<file path="src/rtl/fighter_pkg.sv">
// fighter_pkg
// Shared definitions for the per-player action controller: the action state
// encoding seen by the sprite renderer, attack type codes and default frame
// counts. No ports; imported by player_input_fsm.
package fighter_pkg;

  // Action states; the numeric values are what state_o presents to the renderer
  typedef enum logic [2:0] {
    ST_IDLE     = 3'd0,
    ST_BLOCK    = 3'd1,
    ST_STARTUP  = 3'd2,
    ST_ACTIVE   = 3'd3,
    ST_RECOVERY = 3'd4,
    ST_STUN     = 3'd5
  } state_e;

  localparam logic [1:0] ATK_NONE  = 2'd0;
  localparam logic [1:0] ATK_PUNCH = 2'd1;
  localparam logic [1:0] ATK_KICK  = 2'd2;

  localparam int unsigned DEF_DB_CYCLES = 1_000_000;

  localparam logic [3:0] DEF_PUNCH_S     = 4'd2;
  localparam logic [3:0] DEF_PUNCH_A     = 4'd2;
  localparam logic [3:0] DEF_PUNCH_R     = 4'd4;
  localparam logic [3:0] DEF_KICK_S      = 4'd3;
  localparam logic [3:0] DEF_KICK_A      = 4'd3;
  localparam logic [3:0] DEF_KICK_R      = 4'd6;
  localparam logic [3:0] DEF_STUN_FRAMES = 4'd8;

  // A timed state of N frames loads N-1 and leaves on the frame where it reads 0
  function automatic logic [3:0] frameLoad(input logic [3:0] frames);
    return frames - 4'd1;
  endfunction

endpackage

</file>
<file path="src/rtl/button_debounce.sv">
// button_debounce
// Two-flop synchroniser followed by a hold-time debouncer for one raw button.
// The debounced level only follows the synchronised level after the new value
// has been stable for DB_CYCLES consecutive clocks.
// Ports:
//   clk      - system clock
//   reset    - asynchronous, active-high
//   btn_i    - raw asynchronous button, active-high
//   level_o  - debounced button level
module button_debounce #(
  parameter int unsigned DB_CYCLES = 1_000_000
) (
  input  logic clk,
  input  logic reset,
  input  logic btn_i,
  output logic level_o
);

  localparam int unsigned CW = (DB_CYCLES > 1) ? $clog2(DB_CYCLES) : 1;
  localparam logic [CW-1:0] CNT_LAST = CW'(DB_CYCLES - 1);

  logic          sync1_q;
  logic          sync2_q;
  logic          level_q;
  logic [CW-1:0] cnt_q;

  // The counter only runs while the synchronised level disagrees with the
  // debounced one, so any bounce back to the old level restarts the hold time.
  always_ff @(posedge clk or posedge reset) begin
    if (reset) begin
      sync1_q <= 1'b0;
      sync2_q <= 1'b0;
      level_q <= 1'b0;
      cnt_q   <= '0;
    end else begin
      sync1_q <= btn_i;
      sync2_q <= sync1_q;
      if (sync2_q == level_q) begin
        cnt_q <= '0;
      end else if (cnt_q == CNT_LAST) begin
        level_q <= sync2_q;
        cnt_q   <= '0;
      end else begin
        cnt_q <= cnt_q + CW'(1);
      end
    end
  end

  assign level_o = level_q;

endmodule

</file>
<file path="src/rtl/player_input_fsm.sv">
// player_input_fsm
// Per-player action controller feeding the movement block. Debounces the five
// fighter buttons, latches punch/kick/hit requests between frame ticks and runs
// the idle/block/attack/stun state machine, advancing only on SCEN.
// Ports:
//   clk, reset             - system clock, asynchronous active-high reset
//   SCEN                   - frame tick, single-clock pulse
//   btn_left..btn_block    - raw asynchronous buttons, active-high
//   hit_in                 - single-clock pulse when the opponent's hitbox connects
//   move_left, move_right  - walk requests, only while IDLE
//   attack_active          - hitbox live (ACTIVE)
//   attack_type            - 0 none, 1 punch, 2 kick
//   block_active, stunned  - in BLOCK / in STUN
//   blocked_hit            - one-clock pulse after a hit is absorbed by block
//   state_o                - current state encoding for the sprite renderer
module player_input_fsm
  import fighter_pkg::*;
#(
  parameter int unsigned DB_CYCLES   = DEF_DB_CYCLES,
  parameter logic [3:0]  PUNCH_S     = DEF_PUNCH_S,
  parameter logic [3:0]  PUNCH_A     = DEF_PUNCH_A,
  parameter logic [3:0]  PUNCH_R     = DEF_PUNCH_R,
  parameter logic [3:0]  KICK_S      = DEF_KICK_S,
  parameter logic [3:0]  KICK_A      = DEF_KICK_A,
  parameter logic [3:0]  KICK_R      = DEF_KICK_R,
  parameter logic [3:0]  STUN_FRAMES = DEF_STUN_FRAMES
) (
  input  logic       clk,
  input  logic       reset,
  input  logic       SCEN,
  input  logic       btn_left,
  input  logic       btn_right,
  input  logic       btn_punch,
  input  logic       btn_kick,
  input  logic       btn_block,
  input  logic       hit_in,
  output logic       move_left,
  output logic       move_right,
  output logic       attack_active,
  output logic [1:0] attack_type,
  output logic       block_active,
  output logic       stunned,
  output logic       blocked_hit,
  output logic [2:0] state_o
);

  // Button bit positions: 0 left, 1 right, 2 punch, 3 kick, 4 block
  logic [4:0] rawBtn;
  logic [4:0] dbBtn;

  assign rawBtn = {btn_block, btn_kick, btn_punch, btn_right, btn_left};

  for (genvar i = 0; i < 5; i++) begin : g_db
    button_debounce #(.DB_CYCLES(DB_CYCLES)) u_db (
      .clk     (clk),
      .reset   (reset),
      .btn_i   (rawBtn[i]),
      .level_o (dbBtn[i])
    );
  end

  state_e     state_q, state_d;
  logic [1:0] atk_q, atk_d;
  logic [3:0] frameCnt_q, frameCnt_d;
  logic       punchReq_q, punchReq_d;
  logic       kickReq_q, kickReq_d;
  logic       hitReq_q, hitReq_d;
  logic       blockedHit_d;
  logic       dbPunchPrev_q, dbKickPrev_q;
  logic       attackActive_q, blockActive_q, stunned_q, blockedHit_q;
  logic       moveLeft_q, moveRight_q;
  logic       punchRise, kickRise;
  logic       arbitrate;

  assign punchRise = dbBtn[2] & ~dbPunchPrev_q;
  assign kickRise  = dbBtn[3] & ~dbKickPrev_q;

  always_comb begin
    state_d      = state_q;
    atk_d        = atk_q;
    frameCnt_d   = frameCnt_q;
    punchReq_d   = punchReq_q;
    kickReq_d    = kickReq_q;
    hitReq_d     = hitReq_q;
    blockedHit_d = 1'b0;
    arbitrate    = 1'b0;

    if (SCEN) begin
      hitReq_d = 1'b0;
      case (state_q)
        ST_IDLE, ST_BLOCK: begin
          if (hitReq_q) begin
            if (state_q == ST_BLOCK) begin
              blockedHit_d = 1'b1;
            end else begin
              state_d    = ST_STUN;
              atk_d      = ATK_NONE;
              frameCnt_d = frameLoad(STUN_FRAMES);
            end
          end else begin
            arbitrate = 1'b1;
          end
        end
        ST_STARTUP, ST_ACTIVE: begin
          punchReq_d = 1'b0;
          kickReq_d  = 1'b0;
          if (hitReq_q) begin
            state_d    = ST_STUN;
            atk_d      = ATK_NONE;
            frameCnt_d = frameLoad(STUN_FRAMES);
          end else if (frameCnt_q == 4'd0) begin
            if (state_q == ST_STARTUP) begin
              state_d    = ST_ACTIVE;
              frameCnt_d = frameLoad((atk_q == ATK_KICK) ? KICK_A : PUNCH_A);
            end else begin
              state_d    = ST_RECOVERY;
              frameCnt_d = frameLoad((atk_q == ATK_KICK) ? KICK_R : PUNCH_R);
            end
          end else begin
            frameCnt_d = frameCnt_q - 4'd1;
          end
        end
        ST_RECOVERY: begin
          // Presses are held through recovery so a combo can chain on exit
          if (hitReq_q) begin
            state_d    = ST_STUN;
            atk_d      = ATK_NONE;
            frameCnt_d = frameLoad(STUN_FRAMES);
            punchReq_d = 1'b0;
            kickReq_d  = 1'b0;
          end else if (frameCnt_q == 4'd0) begin
            arbitrate = 1'b1;
          end else begin
            frameCnt_d = frameCnt_q - 4'd1;
          end
        end
        ST_STUN: begin
          punchReq_d = 1'b0;
          kickReq_d  = 1'b0;
          if (frameCnt_q == 4'd0) begin
            state_d = dbBtn[4] ? ST_BLOCK : ST_IDLE;
            atk_d   = ATK_NONE;
          end else begin
            frameCnt_d = frameCnt_q - 4'd1;
          end
        end
        default: begin
          state_d = ST_IDLE;
          atk_d   = ATK_NONE;
        end
      endcase

      // Free-state arbitration, shared by IDLE/BLOCK and the recovery exit
      if (arbitrate) begin
        if (kickReq_q) begin
          state_d    = ST_STARTUP;
          atk_d      = ATK_KICK;
          frameCnt_d = frameLoad(KICK_S);
          kickReq_d  = 1'b0;
        end else if (punchReq_q) begin
          state_d    = ST_STARTUP;
          atk_d      = ATK_PUNCH;
          frameCnt_d = frameLoad(PUNCH_S);
          punchReq_d = 1'b0;
        end else if (dbBtn[4]) begin
          state_d = ST_BLOCK;
          atk_d   = ATK_NONE;
        end else begin
          state_d = ST_IDLE;
          atk_d   = ATK_NONE;
        end
      end
    end

    // New events are applied after any clearing, so an event landing on the
    // SCEN clock survives to be consumed on the following SCEN.
    if (punchRise) punchReq_d = 1'b1;
    if (kickRise)  kickReq_d  = 1'b1;
    if (hit_in)    hitReq_d   = 1'b1;
  end

  // State, request flags and all outputs register together; status outputs
  // are decoded from the next state so they line up with state_o.
  always_ff @(posedge clk or posedge reset) begin
    if (reset) begin
      state_q        <= ST_IDLE;
      atk_q          <= ATK_NONE;
      frameCnt_q     <= 4'd0;
      punchReq_q     <= 1'b0;
      kickReq_q      <= 1'b0;
      hitReq_q       <= 1'b0;
      dbPunchPrev_q  <= 1'b0;
      dbKickPrev_q   <= 1'b0;
      attackActive_q <= 1'b0;
      blockActive_q  <= 1'b0;
      stunned_q      <= 1'b0;
      blockedHit_q   <= 1'b0;
      moveLeft_q     <= 1'b0;
      moveRight_q    <= 1'b0;
    end else begin
      state_q        <= state_d;
      atk_q          <= atk_d;
      frameCnt_q     <= frameCnt_d;
      punchReq_q     <= punchReq_d;
      kickReq_q      <= kickReq_d;
      hitReq_q       <= hitReq_d;
      dbPunchPrev_q  <= dbBtn[2];
      dbKickPrev_q   <= dbBtn[3];
      attackActive_q <= (state_d == ST_ACTIVE);
      blockActive_q  <= (state_d == ST_BLOCK);
      stunned_q      <= (state_d == ST_STUN);
      blockedHit_q   <= blockedHit_d;
      moveLeft_q     <= dbBtn[0] & ~dbBtn[1] & (state_q == ST_IDLE);
      moveRight_q    <= dbBtn[1] & ~dbBtn[0] & (state_q == ST_IDLE);
    end
  end

  assign move_left     = moveLeft_q;
  assign move_right    = moveRight_q;
  assign attack_active = attackActive_q;
  assign attack_type   = atk_q;
  assign block_active  = blockActive_q;
  assign stunned       = stunned_q;
  assign blocked_hit   = blockedHit_q;
  assign state_o       = state_q;

endmodule
</file>
<file path="config.mk">
export PLATFORM = sky130hd
export DESIGN_NAME = player_input_fsm
export DESIGN_NICKNAME = d
export VERILOG_FILES = /design/src/rtl/fighter_pkg.sv /design/src/rtl/button_debounce.sv /design/src/rtl/player_input_fsm.sv
export SDC_FILE = /design/constraint.sdc
export NUM_CORES = 1
export LEC_CHECK = 0
export ABC_AREA = 1
export CAP_MARGIN = 0
export CORE_UTILIZATION = 50
export DETAILED_ROUTE_END_ITERATION = 10
export HOLD_SLACK_MARGIN = 0.06
export PLACE_DENSITY_LB_ADDON = 0.1
export SKIP_CTS_REPAIR_TIMING = 1
export SLEW_MARGIN = 20
export SYNTH_ARGS = -nofsm -noshare
export SYNTH_HDL_FRONTEND = slang
export SYNTH_SLANG_ARGS = --single-unit
</file>
<file path="constraint.sdc">
create_clock -name clk -period 5.8 [get_ports clk]
set_input_delay 0.58 -clock clk [delete_from_list [all_inputs] [get_ports clk]]
set_output_delay 0.58 -clock clk [all_outputs]
set_load 0.01 [all_outputs]
</file>
## After elaboration in Yosys (flattened, before gate mapping)

Cells that the tools add are included.

| storage, ports and cells | value |
|---|---|
| register bits after elaboration | 135 |
| output and inout bits | 11 |
| word-level logic and storage cells | 163 |

| operators by class | value |
|---|---|
| $add $sub $neg | 8 |
| equality and inequality tests | 23 |
| mux-type cells | 68 |
| bitwise logic cells | 15 |
| reductions and logical operators | 15 |

Operators by type and width:

| operator | count |
|---|---|
| 2-to-1 mux 20 bit | 10 |
| adder 20 x 1 -> 20 bit, second input constant | 5 |
| == test 20 bit, second input constant | 5 |
| 2-to-1 mux 4 bit | 10 |
| 2-to-1 mux 3 bit | 9 |
| 2-to-1 mux 1 bit | 24 |
| 2-to-1 mux 2 bit | 9 |
| case mux 4 bit (4 select lines) | 1 |
| case mux 3 bit (4 select lines) | 1 |
| AND reduction 2 bit | 5 |
| == test 3 x 2 -> 1 bit, second input constant | 3 |
| == test 3 bit, second input constant | 3 |
| inequality test 3 bit, second input constant | 3 |
| NOT 1 bit | 9 |
| AND 1 bit | 6 |
| == test 3 x 1 -> 1 bit, second input constant | 2 |
| case mux 1 bit (2 select lines) | 3 |
| case mux 2 bit (3 select lines) | 1 |
| nonzero test 2 bit | 3 |
| OR reduction 3 bit | 2 |
| == test 1 bit | 5 |
| AND reduction 5 bit | 1 |
| zero test 4 bit | 1 |
| OR reduction 2 bit | 2 |
| other kinds (6) | 6 |

## Logic depth before layout (Yosys ltp)

Gate-level depths: netlist (run 1).

| depth | value |
|---|---|
| word-level depth | 10 |
| gate-level depth with buffers | 12 |
| mapped depth without buffers | 12 |

## Modules after synthesis

A second synthesis (run 1) with hierarchy kept.

| unflattened totals | value |
|---|---|
| cell total of the unflattened synthesis | 994 |
| area total of the unflattened synthesis | 7961.4 um^2 |

Modules (own cells, without submodules):

| module | times used | cells each | area an instance (um^2) | seq. area each (um^2) |
|---|---|---|---|---|
| button_debounce | 5 | 162 | 1338.8 | 575.6 |
| player_input_fsm | 1 | 184 | 1267.5 | 500.5 |

## Worst setup path before layout (run 1)

OpenSTA, ideal clock, no wires.

| timing path | value |
|---|---|
| path type | reg-to-reg |
| start point | register state_q[1] (netlist: state_o[1]) |
| end point | register blockActive_q (netlist: block_active) |
| arrival | 1.547 ns |
| data required time | 5.729 ns |
| slack | 4.182 ns |
| stages on the path, launching flop included | 10 |
| path through | dfrtp_1 inv_2 ha_1 nand2_1 o21ai_4 a21oi_2 nand2_1 nand2_2 nand3_2 nor2_1 |

| between the ends | value |
|---|---|
| word-level cells in the longest chain between the ends | 8 |

RTL lines:

| element | line | RTL |
|---|---|---|
| from (decl) | player_input_fsm.sv:62 | `state_e state_q, state_d;` |
| from (signal assigned) | player_input_fsm.sv:201 | `state_q <= state_d;` |
| == test 3 x 2 -> 1 bit | player_input_fsm.sv:90, player_input_fsm.sv:112 |  |
| 2-to-1 mux 3 bit | player_input_fsm.sv:112 | `if (state_q == ST_STARTUP) begin` |
| 2-to-1 mux 3 bit | player_input_fsm.sv:111 | `end else if (frameCnt_q == 4'd0) begin` |
| 2-to-1 mux 3 bit | player_input_fsm.sv:107 | `if (hitReq_q) begin` |
| case mux 3 bit (4 select lines) | player_input_fsm.sv:90 | `case (state_q)` |
| 2-to-1 mux 3 bit | player_input_fsm.sv:154 | `if (arbitrate) begin` |
| 2-to-1 mux 3 bit * | player_input_fsm.sv:88 | `if (SCEN) begin` |
| == test 3 x 1 -> 1 bit * | player_input_fsm.sv:210 | `blockActive_q <= (state_d == ST_BLOCK);` |
| to (signal assigned) | player_input_fsm.sv:210 |  |
| to (decl) | player_input_fsm.sv:70 | `logic attackActive_q, blockActive_q, stunned_q, blockedHit_q;` |

Every way passes the cells marked *; elsewhere a longest branch is shown, timed or not. The select of a mux whose other input is x is not followed.
A chain may end at the register's enable or synchronous reset.

## Worst setup path after layout (run 1)

| timing path | value |
|---|---|
| start point | register state_q[1] (netlist: state_o[1]) |
| end point | output state_o[1] |

RTL lines:

| element | line | RTL |
|---|---|---|
| to (decl) | player_input_fsm.sv:44 | `output logic [2:0] state_o` |

No word-level cell between the ends.

==> impl_metrics.prom, run 1 <==
# TYPE chip_impl_metric gauge
chip_impl_metric{name="synth_area_per_cell",unit="um2"} 7.85
chip_impl_metric{name="cp_data_required_time",unit="ns"} 5.22
chip_impl_metric{name="start_util",unit=""} 0.516
chip_impl_metric{name="max_cap_violations",unit=""} 0
chip_impl_metric{name="grt_usage",unit=""} 0.218
chip_impl_metric{name="setup_violations",unit=""} 0
chip_impl_metric{name="placed_cells",unit=""} 1116
chip_impl_metric{name="slowest_delay",unit="ns"} 0.61
chip_impl_metric{name="antenna_violations_before_repair",unit=""} 0
chip_impl_metric{name="overall_die_height",unit="um"} 122
chip_impl_metric{name="post_synth_inst_count",unit=""} 920
chip_impl_metric{name="post_dp_cell_area",unit="um2"} 7630
chip_impl_metric{name="clk_path_buf_depth",unit=""} 2
chip_impl_info{name="hold-path-endpoint",value="g_db[0].u_db.sync2_q$_DFF_PP0_"} 1
chip_impl_metric{name="slew_at_the_pin_with_the_worst_max_slew_slack",unit="ns"} 0.711
chip_impl_metric{name="design.portCount",unit=""} 20
chip_impl_metric{name="rr_worst_depth",unit=""} 9
chip_impl_metric{name="placement.io_buffers",unit=""} 19
chip_impl_metric{name="cts_inserted_buffers",unit=""} 17
chip_impl_metric{name="worst_slew_slack_as_a_fraction_of_its_limit",unit=""} 0.526
chip_impl_info{name="timing.hold.worst.start",value="g_db[0].u_db.sync1_q$_DFF_PP0_"} 1
chip_impl_info{name="status",value="complete, no violations"} 1
chip_impl_info{name="holdCritPathClass",value="flop to flop"} 1
chip_impl_metric{name="drtAntennaViolNets",unit=""} 0
chip_impl_metric{name="grt.met2_usage",unit=""} 0.351
chip_impl_metric{name="layout-drive-gt1-share",unit=""} 0.0878
chip_impl_metric{name="routabilityCongestion",unit=""} 0.866
chip_impl_metric{name="final.min_clock_period",unit="ns"} 2.15
chip_impl_metric{name="core_area",unit="um2"} 14000
chip_impl_metric{name="yosys_warnings",unit=""} 0
chip_impl_metric{name="final-hold-violation-count",unit=""} 0
chip_impl_metric{name="fin_nets",unit=""} 974
chip_impl_metric{name="htree_levels",unit=""} 4
chip_impl_metric{name="synth_xor_xnor_area_share",unit=""} 0.0449
chip_impl_metric{name="grt_pass1_vias",unit=""} 5628
chip_impl_metric{name="critical_path_arrival",unit="ns"} 1.57
chip_impl_info{name="tritoncts",value="built"} 1
chip_impl_info{name="top_usage_layer",value="met2"} 1
chip_impl_metric{name="fp-row-count",unit=""} 43
chip_impl_metric{name="dr_total_vias",unit=""} 5961
chip_impl_metric{name="drt_pass1_iterations",unit=""} 5
chip_impl_metric{name="seq_area_frac_synth",unit=""} 0.468
chip_impl_metric{name="crit_path_max_fanout",unit=""} 9
chip_impl_metric{name="finalCoreUtilization",unit=""} 0.591
chip_impl_metric{name="timing.clock.skew",unit="ns"} 0.00751
chip_impl_metric{name="finalCritPeriodShare",unit=""} 0.371
chip_impl_metric{name="grt.overflow.total",unit=""} 0
chip_impl_metric{name="layout_setup_ws",unit="ns"} 3.65
chip_impl_metric{name="synthesized_area_fraction_occupied_by_ao_oa_aoi_and_oai_cells",unit=""} 0.0568
chip_impl_metric{name="clock.fmax",unit="MHz"} 464
chip_impl_metric{name="drtIter0Drc",unit=""} 343
chip_impl_metric{name="grt_start_max_net_pins",unit=""} 81
chip_impl_metric{name="synth_mux_area_frac",unit=""} 0.00468
chip_impl_metric{name="power.ir.vdd_worst",unit="mV"} 0.205
chip_impl_metric{name="drt-wirelength-per-cell",unit="um"} 12.9
chip_impl_metric{name="cellPowerDensity",unit="nW/um2"} 311
chip_impl_metric{name="setup.reg_to_reg.worst_slack",unit="ns"} 3.75
chip_impl_metric{name="cp.buffers_inverters",unit=""} 1
chip_impl_info{name="gate_family_responsible_for_the_most_delay_along_the_worst_path",value="buffers and inverters"} 1
chip_impl_metric{name="die_width",unit="um"} 122
chip_impl_metric{name="antenna_cells_inserted",unit=""} 0
chip_impl_info{name="cts-root-buf",value="clkbuf_16"} 1
chip_impl_metric{name="synth.cell_area",unit="um2"} 7220
chip_impl_metric{name="max_slew_vio_count",unit=""} 0
chip_impl_metric{name="ys_seq_elements",unit=""} 135
chip_impl_info{name="path_cells",value="clkdlybuf4s50_1"} 1
chip_impl_info{name="r2r-end",value="g_db[0].u_db.cnt_q[9]$_DFF_PP0_"} 1
chip_impl_metric{name="worstSkewPairLatency",unit="ns"} 0.41
chip_impl_metric{name="fin_hold_ws",unit="ns"} 0.347
chip_impl_metric{name="groute.layer.met1.usage",unit=""} 0.293
chip_impl_metric{name="grt_first_pass_wirelength",unit="um"} 25500
chip_impl_metric{name="route.final.wire_length",unit="um"} 14800
chip_impl_info{name="synth_top_family_by_area",value="simple AND/OR/NAND/NOR gates"} 1
chip_impl_metric{name="detail_routed_via_count_per_cell",unit=""} 5.19
chip_impl_metric{name="path_clk_slew",unit="ns"} 0.06
chip_impl_info{name="critical_path_class",value="flop to primary output"} 1
chip_impl_metric{name="synthesis.nets",unit=""} 939
chip_impl_metric{name="design_power_total",unit="mW"} 2.57
chip_impl_info{name="timing.critical_path.to_type",value="primary output"} 1
chip_impl_metric{name="area.growth.synth_to_final",unit="%"} 14.4
chip_impl_metric{name="post-dp-hpwl",unit="um"} 10400
chip_impl_metric{name="dpl_worst_slack",unit="ns"} 3.44
chip_impl_metric{name="layout.cells.non_filler",unit=""} 1148
chip_impl_metric{name="postLayoutCellArea",unit="um2"} 8260
chip_impl_metric{name="worstHoldPathCells",unit=""} 0
chip_impl_metric{name="static-leakage-power",unit="nW"} 3.72
chip_impl_info{name="setup.worst_path.start_class",value="flop"} 1
chip_impl_info{name="critical_path.reg2reg.startpoint",value="g_db[0].u_db.cnt_q[0]$_DFF_PP0_"} 1
chip_impl_info{name="crit_path_top_delay_cell",value="clkdlybuf4s50_1"} 1
chip_impl_metric{name="totalNegativeSetupSlack",unit="ns"} 0
chip_impl_info{name="rsz0062_at_grt",value="false"} 1
chip_impl_metric{name="drc",unit=""} 0
chip_impl_metric{name="simple_gate_fraction_of_synth_area",unit=""} 0.341
chip_impl_metric{name="synth_cell_type_count",unit=""} 38
chip_impl_metric{name="cts_sinks",unit=""} 135
chip_impl_metric{name="global_route.usage.met3",unit=""} 0.0468
chip_impl_metric{name="die_area",unit="um2"} 14900
chip_impl_metric{name="yosys.area_share.adder",unit=""} 0.0173
## registers in the layout, indices dropped and copies added, names as in the netlist, 2 cells and up
| signal | cells |
|---|---|
| attack_type | 2 |
| state_o | 3 |
| g_db.u_db.sync2_q | 5 |
| g_db.u_db.level_o | 5 |
| frameCnt_q | 4 |
| g_db.u_db.sync1_q | 5 |
| g_db.u_db.cnt_q | 100 |
## report_power, final
part           internal [mW]  switching [mW]
registers              0.984          0.0494
clock network          0.741           0.400
logic                  0.147           0.250
total                   1.87           0.700
## final cells by class
type	instances	area, um2
Sequential cell	135	3380
Tap cell	180	225
Multi-Input combinational cell	656	3350
Clock inverter	12	175
Clock buffer	20	457
Inverter	125	474
Timing Repair Buffer	20	198
Fill cell	1279	5730
## cells by family after synthesis
group,after synthesis
compound gates,71
xor+xnor,37
fa+ha+maj,10
buf+inv,129
flops,135
mux,3
simple gates,535
## placed cells by master, fill, tap and decap left out, types with 17 or more instances in the layout
cell and n:
inv_1 116, clkbuf_16 17, clkdlybuf4s50_1 19, dfrtp_1 135, nand3_1 52, nand2_1 183
a21oi_1 27, o21ai_0 22, nor3_1 64, xor2_1 29, nor2_1 150, nand4_1 25
## worst max-delay path by stage
stage                                               start                               to  cells past startpoint
after floorplan                                     reset          attack_active$_DFF_PP0_                      1
after global placement                              reset          attack_active$_DFF_PP0_                      3
after detailed placement                            reset            blocked_hit$_DFF_PP0_                      3
after CTS                            state_o[1]$_DFF_PP0_                       state_o[1]                      1
after global routing      g_db[0].u_db.cnt_q[0]$_DFF_PP0_  g_db[0].u_db.cnt_q[8]$_DFF_PP0_                     10
final                                state_o[1]$_DFF_PP0_                       state_o[1]                      1
## routing by layer
metal  vias up  share of wire
met3        11          0.030
met5         -              0
li1       3063              -
met1      2778           0.49
met4         0          0.011
met2       109           0.47
## synth_stat cells (all sizes together)
master  count  share of area
a211oi      2         0.0021
nor4        8         0.0069
mux2        3         0.0047
xnor2       8         0.0097
clkbuf      1        0.00052
nand3b      1         0.0010
o22ai       1        0.00087
nand2     191           0.10
a21oi      28          0.020
and3        4         0.0035
or2         5         0.0043
buf         3         0.0021
o21bai      2         0.0021
nand3      55          0.040
o211ai      1         0.0010
o21ai      27          0.020
a31oi       5         0.0043
nand4      26          0.023
dfrtp     135           0.47
nor3       75          0.060
o21a        2         0.0021
inv       125          0.065
nor2      161          0.090
xor2       29          0.035
o211a       3         0.0042
ha         10          0.017
nor3b       9         0.0094
No activity file was read; power rests on OpenSTA's default activity.
==> run 2: changes to the inputs <==
==> constraint.sdc (replaced) <==
create_clock -name clk -period 1.8 [get_ports clk]
set_input_delay 0.18 -clock clk [delete_from_list [all_inputs] [get_ports clk]]
set_output_delay 0.18 -clock clk [all_outputs]
set_load 0.01 [all_outputs]
==> run 2 against run 1 <==
  * Non-clock buffer count grew 33
  * Sequential share of layout area shrank 1.5 points
  * Sequential power grew to 3.2 times the previous value
  * Critical path type is now flop to flop
==> impl_metrics.prom, run 2 (synthesis gave the netlist of run 1 again) <==
# TYPE chip_impl_metric gauge
chip_impl_metric{name="routabilityCongestion",unit=""} 0.891
chip_impl_info{name="cts-root-buf",value="clkbuf_16"} 1
chip_impl_metric{name="drtAntennaViolNets",unit=""} 0
chip_impl_info{name="largest_register",value="g_db.u_db.cnt_q"} 1
chip_impl_metric{name="fp-row-count",unit=""} 43
chip_impl_metric{name="clk_path_buf_depth",unit=""} 2
chip_impl_metric{name="setup_violations",unit=""} 0
chip_impl_metric{name="area.growth.synth_to_final",unit="%"} 18.9
chip_impl_metric{name="layout-drive-gt1-share",unit=""} 0.137
chip_impl_info{name="crit_path_top_delay_cell",value="dfrtp_1"} 1
chip_impl_metric{name="internal_power",unit="mW"} 5.88
chip_impl_metric{name="core_area",unit="um2"} 14000
chip_impl_metric{name="cp_data_required_time",unit="ns"} 2.10
chip_impl_metric{name="post-dp-hpwl",unit="um"} 11200
chip_impl_metric{name="drt_pass1_iterations",unit=""} 5
chip_impl_info{name="status",value="complete, no violations"} 1
chip_impl_metric{name="cts_sinks",unit=""} 135
chip_impl_metric{name="comb_power_share",unit=""} 0.193
chip_impl_metric{name="power.switching",unit="mW"} 2.34
chip_impl_metric{name="placement.io_buffers",unit=""} 19
chip_impl_metric{name="dpl_worst_slack",unit="ns"} 0.0263
chip_impl_metric{name="path_clk_slew",unit="ns"} 0.06
chip_impl_info{name="most_common_cell_after_layout_fill_and_taps_aside",value="nand2_1"} 1
chip_impl_metric{name="seq_area",unit="um2"} 3380
chip_impl_metric{name="max_cap_violations",unit=""} 0
chip_impl_metric{name="rr_worst_depth",unit=""} 8
chip_impl_info{name="timing.critical_path.to_type",value="flop"} 1
chip_impl_metric{name="antenna_violations_before_repair",unit=""} 0
chip_impl_metric{name="groute.layer.met1.usage",unit=""} 0.312
chip_impl_metric{name="final.min_clock_period",unit="ns"} 1.69
chip_impl_metric{name="worstSkewPairLatency",unit="ns"} 0.42
chip_impl_metric{name="slew_at_the_pin_with_the_worst_max_slew_slack",unit="ns"} 0.428
chip_impl_metric{name="start_util",unit=""} 0.516
chip_impl_metric{name="largest_reg_flops",unit=""} 100
chip_impl_metric{name="grt_usage",unit=""} 0.223
chip_impl_metric{name="crit_path_max_fanout",unit=""} 3
chip_impl_metric{name="p_seq_frac",unit=""} 0.399
chip_impl_metric{name="final-hold-violation-count",unit=""} 0
chip_impl_metric{name="grt_start_max_net_pins",unit=""} 36
chip_impl_metric{name="die_area",unit="um2"} 14900
chip_impl_info{name="path_cells",value="ha_1, nand2_1, nor2_2, nand3_1, inv_1, nand4_1, buf_4, mux2_2"} 1
chip_impl_metric{name="num-fill-cells",unit=""} 1299
chip_impl_metric{name="cts_inserted_buffers",unit=""} 17
chip_impl_metric{name="global_route.usage.met3",unit=""} 0.0496
chip_impl_metric{name="max_slew_vio_count",unit=""} 0
chip_impl_metric{name="fin_nets",unit=""} 1007
chip_impl_metric{name="drtIter0Drc",unit=""} 327
chip_impl_metric{name="dr_total_vias",unit=""} 6098
chip_impl_metric{name="route.final.wire_length",unit="um"} 15300
chip_impl_metric{name="overall_die_height",unit="um"} 122
chip_impl_metric{name="htree_levels",unit=""} 4
chip_impl_metric{name="antenna_cells_inserted",unit=""} 0
chip_impl_metric{name="power.ir.vdd_worst",unit="mV"} 1.15
chip_impl_metric{name="timing.clock.skew",unit="ns"} 0.00941
chip_impl_metric{name="grt.met2_usage",unit=""} 0.346
chip_impl_info{name="top_library_cells_by_usage_in_the_layout_fill_and_taps_aside",value="nand2_1 (177), nor2_1 (144), dfrtp_1 (133)"} 1
chip_impl_info{name="critical_path_class",value="flop to flop"} 1
chip_impl_info{name="top_usage_layer",value="met2"} 1
chip_impl_metric{name="grt.overflow.total",unit=""} 0
chip_impl_metric{name="grt_pass1_vias",unit=""} 5683
chip_impl_metric{name="clock_power_share",unit=""} 0.409
chip_impl_metric{name="cellPowerDensity",unit="nW/um2"} 958
chip_impl_metric{name="worst_slew_slack_as_a_fraction_of_its_limit",unit=""} 0.712
chip_impl_info{name="holdCritPathClass",value="input pin to asynchronous set/reset pin"} 1
chip_impl_metric{name="grt_first_pass_wirelength",unit="um"} 26300
chip_impl_metric{name="design_power_total",unit="mW"} 8.22
chip_impl_metric{name="netSwitchingFraction",unit=""} 0.285
chip_impl_metric{name="design.portCount",unit=""} 20
chip_impl_info{name="tritoncts",value="built"} 1
chip_impl_metric{name="drc",unit=""} 0
chip_impl_metric{name="clock.fmax",unit="MHz"} 591
chip_impl_metric{name="slowest_delay",unit="ns"} 0.36
chip_impl_info{name="setup.worst_path.start_class",value="flop"} 1
chip_impl_metric{name="static-leakage-power",unit="nW"} 3.92
chip_impl_metric{name="finalCritPeriodShare",unit=""} 0.940
chip_impl_metric{name="multi_input_comb_area",unit="um2"} 3450
chip_impl_metric{name="critical_path_arrival",unit="ns"} 1.99
chip_impl_metric{name="layout_setup_ws",unit="ns"} 0.108
chip_impl_metric{name="drt-wirelength-per-cell",unit="um"} 13.0
chip_impl_metric{name="detail_routed_via_count_per_cell",unit=""} 5.16
chip_impl_metric{name="die_width",unit="um"} 122
[run 2: cell count changes in the layout (fill, tap and decap cells not counted), sizes merged]
cell    previous run  this run
clkbuf            20        22
buf                1        33
clkinv             5         6
bufinv             4         2
[run 2: power groups by stage]
stage | clock [mW] | sequential, mW | combinational, mW
after CTS | 3.44 | 3.27 | 1.51
after floorplan | 0 | 3.37 | 0.917
final | 3.36 | 3.28 | 1.58
after detailed placement | 0 | 3.33 | 1.50
after global routing | 3.57 | 3.29 | 1.78
after global placement | 0 | 3.33 | 1.51
[run 2: cell type report]
type                    instances  area share
inverters                     125      0.0551
well taps                     180      0.0262
clock inverters                11      0.0146
clock buffers                  21      0.0525
repair buffers                 53      0.0560
multi-input cells             656       0.402
flip-flops and latches        135       0.394
[run 2: worst paths after layout]
kind | to | slack, ns | from
max | g_db[1].u_db.level_o$_DFFE_PP0P_ | 0.11 | g_db[1].u_db.cnt_q[1]$_DFF_PP0_
min | g_db[2].u_db.sync1_q$_DFF_PP0_ | 0.1 | reset
max reg2reg | g_db[1].u_db.level_o$_DFFE_PP0P_ | 0.11 | g_db[1].u_db.cnt_q[1]$_DFF_PP0_
min reg2reg | g_db[4].u_db.sync2_q$_DFF_PP0_ | 0.35 | g_db[4].u_db.sync1_q$_DFF_PP0_
max in group asynchronous | state_o[1]$_DFF_PP0_ | 1.12 | reset
min in group clk | g_db[3].u_db.sync1_q$_DFF_PP0_ | 0.20 | btn_kick
[run 2: metrics by stage]
| step | TNS (ns) | hold slack (ns) | util | instance area [um2] | std cells |
|---|---|---|---|---|---|
| 6_report | 0 | 0.100 | 0.614 | 8590 | 1181 |
| 5_1_grt | -0.103 | 0.118 | 0.614 | 8590 | 1181 |
| 4_1_cts | 0 | 0.0980 | 0.603 | 8440 | 1174 |
| 3_5_place_dp | 0 | 0.343 | 0.562 | 7860 | 1142 |
| 3_3_place_gp | 0 | 0.331 | 0.562 | 7860 | 1142 |
| 2_1_floorplan | -7.99 | 0.211 | - | 7220 | 920 |
[run 2: per-layer routing]
metal | part of all wire | wire length (um)
met1 | 0.49 | 7560
met5 | 0 | 0
met2 | 0.46 | 7080
met4 | 0.0087 | 133
met3 | 0.036 | 553
[run 2: worst max-delay path, delay by kind of cell, from the launching register on]
family	cells	cell delay (ns)
fa+ha+maj	1	0.17
mux	1	0.26
buf+inv	2	0.27
simple gates	4	0.53
flops	1	0.36
==> run 3: changes to the inputs <==
--- a/config.mk
+++ b/config.mk
@@ -9,9 +9,9 @@
 export CAP_MARGIN = 0
 export CORE_UTILIZATION = 50
 export DETAILED_ROUTE_END_ITERATION = 10
+export DONT_BUFFER_PORTS = 1
 export HOLD_SLACK_MARGIN = 0.06
 export PLACE_DENSITY_LB_ADDON = 0.1
-export SKIP_CTS_REPAIR_TIMING = 1
 export SLEW_MARGIN = 20
 export SYNTH_ARGS = -nofsm -noshare
 export SYNTH_HDL_FRONTEND = slang
==> run 3 against run 2 <==
  * Clock power up 4%
  * Fmax down 1.0%
  * Routed wire length up 5.1%
  * Register-to-register slack worse by 0.02 ns
==> impl_metrics.prom, run 3 (synthesis gave the netlist of run 1 again) <==
# TYPE chip_impl_metric gauge
chip_impl_metric{name="core_area",unit="um2"} 14000
chip_impl_metric{name="totalNegativeSetupSlack",unit="ns"} 0
chip_impl_info{name="path_common_cell",value="nand2_1"} 1
chip_impl_info{name="timing.hold.worst.start",value="SCEN"} 1
chip_impl_metric{name="finalCritPeriodShare",unit=""} 0.950
chip_impl_metric{name="cts_sinks",unit=""} 135
chip_impl_metric{name="rr_worst_depth",unit=""} 9
chip_impl_metric{name="grt_start_max_net_pins",unit=""} 29
chip_impl_metric{name="drt-wirelength-per-cell",unit="um"} 13.7
chip_impl_metric{name="setup.reg_to_reg.worst_slack",unit="ns"} 0.09
chip_impl_metric{name="worst_slew_slack_as_a_fraction_of_its_limit",unit=""} 0.545
chip_impl_info{name="critical_path_class",value="flop to flop"} 1
chip_impl_info{name="critical_path.reg2reg.startpoint",value="state_o[1]$_DFF_PP0_"} 1
chip_impl_info{name="r2r-end",value="frameCnt_q[3]$_DFFE_PP0P_"} 1
chip_impl_metric{name="static-leakage-power",unit="nW"} 3.91
chip_impl_metric{name="num-fill-cells",unit=""} 1226
chip_impl_metric{name="crit_path_max_fanout",unit=""} 8
chip_impl_metric{name="worstHoldPathCells",unit=""} 3
chip_impl_metric{name="clock.fmax",unit="MHz"} 585
chip_impl_metric{name="slowest_delay",unit="ns"} 0.47
chip_impl_metric{name="max_cap_violations",unit=""} 0
chip_impl_metric{name="drc",unit=""} 0
chip_impl_metric{name="overall_die_height",unit="um"} 122
chip_impl_metric{name="antenna_violations_before_repair",unit=""} 0
chip_impl_metric{name="detail_routed_via_count_per_cell",unit=""} 5.31
chip_impl_metric{name="final-hold-violation-count",unit=""} 0
chip_impl_metric{name="start_util",unit=""} 0.516
chip_impl_metric{name="placement.io_buffers",unit=""} 0
chip_impl_metric{name="post-dp-hpwl",unit="um"} 11700
chip_impl_metric{name="die_area",unit="um2"} 14900
chip_impl_info{name="top_library_cells_by_usage_in_the_layout_fill_and_taps_aside",value="nand2_1 (179), nor2_1 (145), dfrtp_1 (134)"} 1
chip_impl_metric{name="final.min_clock_period",unit="ns"} 1.71
chip_impl_metric{name="fin_nets",unit=""} 1001
chip_impl_info{name="hold-path-endpoint",value="frameCnt_q[2]$_DFFE_PP0P_"} 1
chip_impl_metric{name="timing.clock.skew",unit="ns"} 0.00778
chip_impl_metric{name="drtIter0Drc",unit=""} 529
chip_impl_metric{name="multi_input_comb_area",unit="um2"} 3420
chip_impl_metric{name="cp.buffers_inverters",unit=""} 1
chip_impl_info{name="largest_register",value="g_db.u_db.cnt_q"} 1
chip_impl_metric{name="grt_pass1_vias",unit=""} 5902
chip_impl_metric{name="critical_path_arrival",unit="ns"} 1.99
chip_impl_metric{name="grt.overflow.total",unit=""} 0
chip_impl_info{name="timing.critical_path.to_type",value="flop"} 1
chip_impl_metric{name="grt_first_pass_wirelength",unit="um"} 26600
chip_impl_info{name="most_common_cell_after_layout_fill_and_taps_aside",value="nand2_1"} 1
chip_impl_metric{name="die_width",unit="um"} 122
chip_impl_metric{name="dr_total_vias",unit=""} 6235
chip_impl_metric{name="max_slew_vio_count",unit=""} 0
chip_impl_metric{name="fin_hold_ws",unit="ns"} 0.122
chip_impl_metric{name="largest_reg_flops",unit=""} 100
chip_impl_info{name="crit_path_top_delay_cell",value="dfrtp_2"} 1
chip_impl_metric{name="power.ir.vdd_worst",unit="mV"} 0.729
chip_impl_metric{name="setup_violations",unit=""} 0
chip_impl_metric{name="path_clk_slew",unit="ns"} 0.06
chip_impl_metric{name="route.final.wire_length",unit="um"} 16100
chip_impl_info{name="tritoncts",value="built"} 1
chip_impl_metric{name="grt_usage",unit=""} 0.229
chip_impl_info{name="rsz0062_at_grt",value="true"} 1
chip_impl_info{name="holdCritPathClass",value="input pin to flop"} 1
chip_impl_info{name="setup.worst_path.start_class",value="flop"} 1
chip_impl_metric{name="cellPowerDensity",unit="nW/um2"} 976
chip_impl_info{name="cts-root-buf",value="clkbuf_16"} 1
chip_impl_metric{name="fp-row-count",unit=""} 43
chip_impl_metric{name="antenna_cells_inserted",unit=""} 0
chip_impl_metric{name="htree_levels",unit=""} 4
chip_impl_info{name="status",value="complete, no violations"} 1
chip_impl_metric{name="slew_at_the_pin_with_the_worst_max_slew_slack",unit="ns"} 0.681
chip_impl_info{name="path_cells",value="ha_1, inv_1, nand2_1, nand2_1, o21ai_0, nand2_1, nand3_1, o211ai_1, o21ai_0"} 1
chip_impl_metric{name="drt_pass1_iterations",unit=""} 6
chip_impl_metric{name="area.growth.synth_to_final",unit="%"} 18.2
chip_impl_metric{name="drtAntennaViolNets",unit=""} 0
chip_impl_metric{name="seq_area",unit="um2"} 3380
chip_impl_metric{name="layout-drive-gt1-share",unit=""} 0.138
chip_impl_metric{name="routabilityCongestion",unit=""} 0.914
chip_impl_metric{name="design.portCount",unit=""} 20
chip_impl_metric{name="clk_path_buf_depth",unit=""} 2
chip_impl_info{name="gate_family_responsible_for_the_most_delay_along_the_worst_path",value="flip-flops"} 1
chip_impl_metric{name="worstSkewPairLatency",unit="ns"} 0.42
chip_impl_metric{name="cts_inserted_buffers",unit=""} 17
chip_impl_metric{name="cp_data_required_time",unit="ns"} 2.08
## run 3: repair_timing
action | CTS | global route
setup buffers | 0 | 4
endpoints found under the setup margin | 0 | 34
hold buffers | 8 | 0
resized for setup | 0 | 19
endpoints found under the hold margin | 35 | 0
## run 3: through the flow
| stage | cells | setup WS [ns] | total power, mW | utilization | instance area [um2] |
|---|---|---|---|---|---|
| global placement | 1131 | 0.0584 | 4.78 | 0.554 | 7750 |
| global route | 1175 | -0.0342 | 8.74 | 0.610 | 8530 |
| detailed placement | 1131 | 0.0228 | 4.80 | 0.554 | 7750 |
| CTS | 1171 | 0.0201 | 8.33 | 0.603 | 8430 |
| finish | 1175 | 0.0903 | 8.33 | 0.610 | 8530 |
| floorplan | 920 | -0.0592 | 4.29 | - | 7220 |
## run 3: where the power goes
part	switching, mW	internal [mW]
Sequential	0.131	3.17
Combinational	0.955	0.597
Clock	1.40	2.07
Total	2.49	5.84
## run 3: worst max path at each step
stage / from / endpoint / slack (ns) / cells after the start
after floorplan: reset / attack_active$_DFF_PP0_ / -0.06 / 1
after global placement: g_db[3].u_db.cnt_q[0]$_DFF_PP0_ / g_db[3].u_db.cnt_q[14]$_DFF_PP0_ / 0.06 / 8
after detailed placement: frameCnt_q[0]$_DFFE_PP0P_ / attack_active$_DFF_PP0_ / 0.02 / 8
after CTS: frameCnt_q[0]$_DFFE_PP0P_ / attack_active$_DFF_PP0_ / 0.02 / 8
after global routing: g_db[1].u_db.cnt_q[1]$_DFF_PP0_ / g_db[1].u_db.cnt_q[14]$_DFF_PP0_ / -0.03 / 9
final: state_o[1]$_DFF_PP0_ / frameCnt_q[3]$_DFFE_PP0P_ / 0.09 / 9
## run 3: worst register-to-register path: stages, from the launching register on
cell and delay [ns]:
dfrtp_2 0.47, ha_1 0.25, inv_1 0.12, nand2_1 0.13, nand2_1 0.10, o21ai_0 0.09
nand2_1 0.09, nand3_1 0.08, o211ai_1 0.10, o21ai_0 0.14
## run 3: routing by layer
layer,GRT usage,vias up,wire [um]
met5,0,-,0
met4,0.0976,0,223
met3,0.0529,23,650
met2,0.372,163,7890
met1,0.293,2943,7350
li1,-,3106,-
## run 3: layout make-up
cell class / instances / share of cell area
clock buffer: 17 / 0.0499
clock inverter: 15 / 0.0199
inverter: 125 / 0.0554
multi-input combinational: 656 / 0.401
sequential: 135 / 0.396
tap: 180 / 0.0264
timing repair buffer: 47 / 0.0510
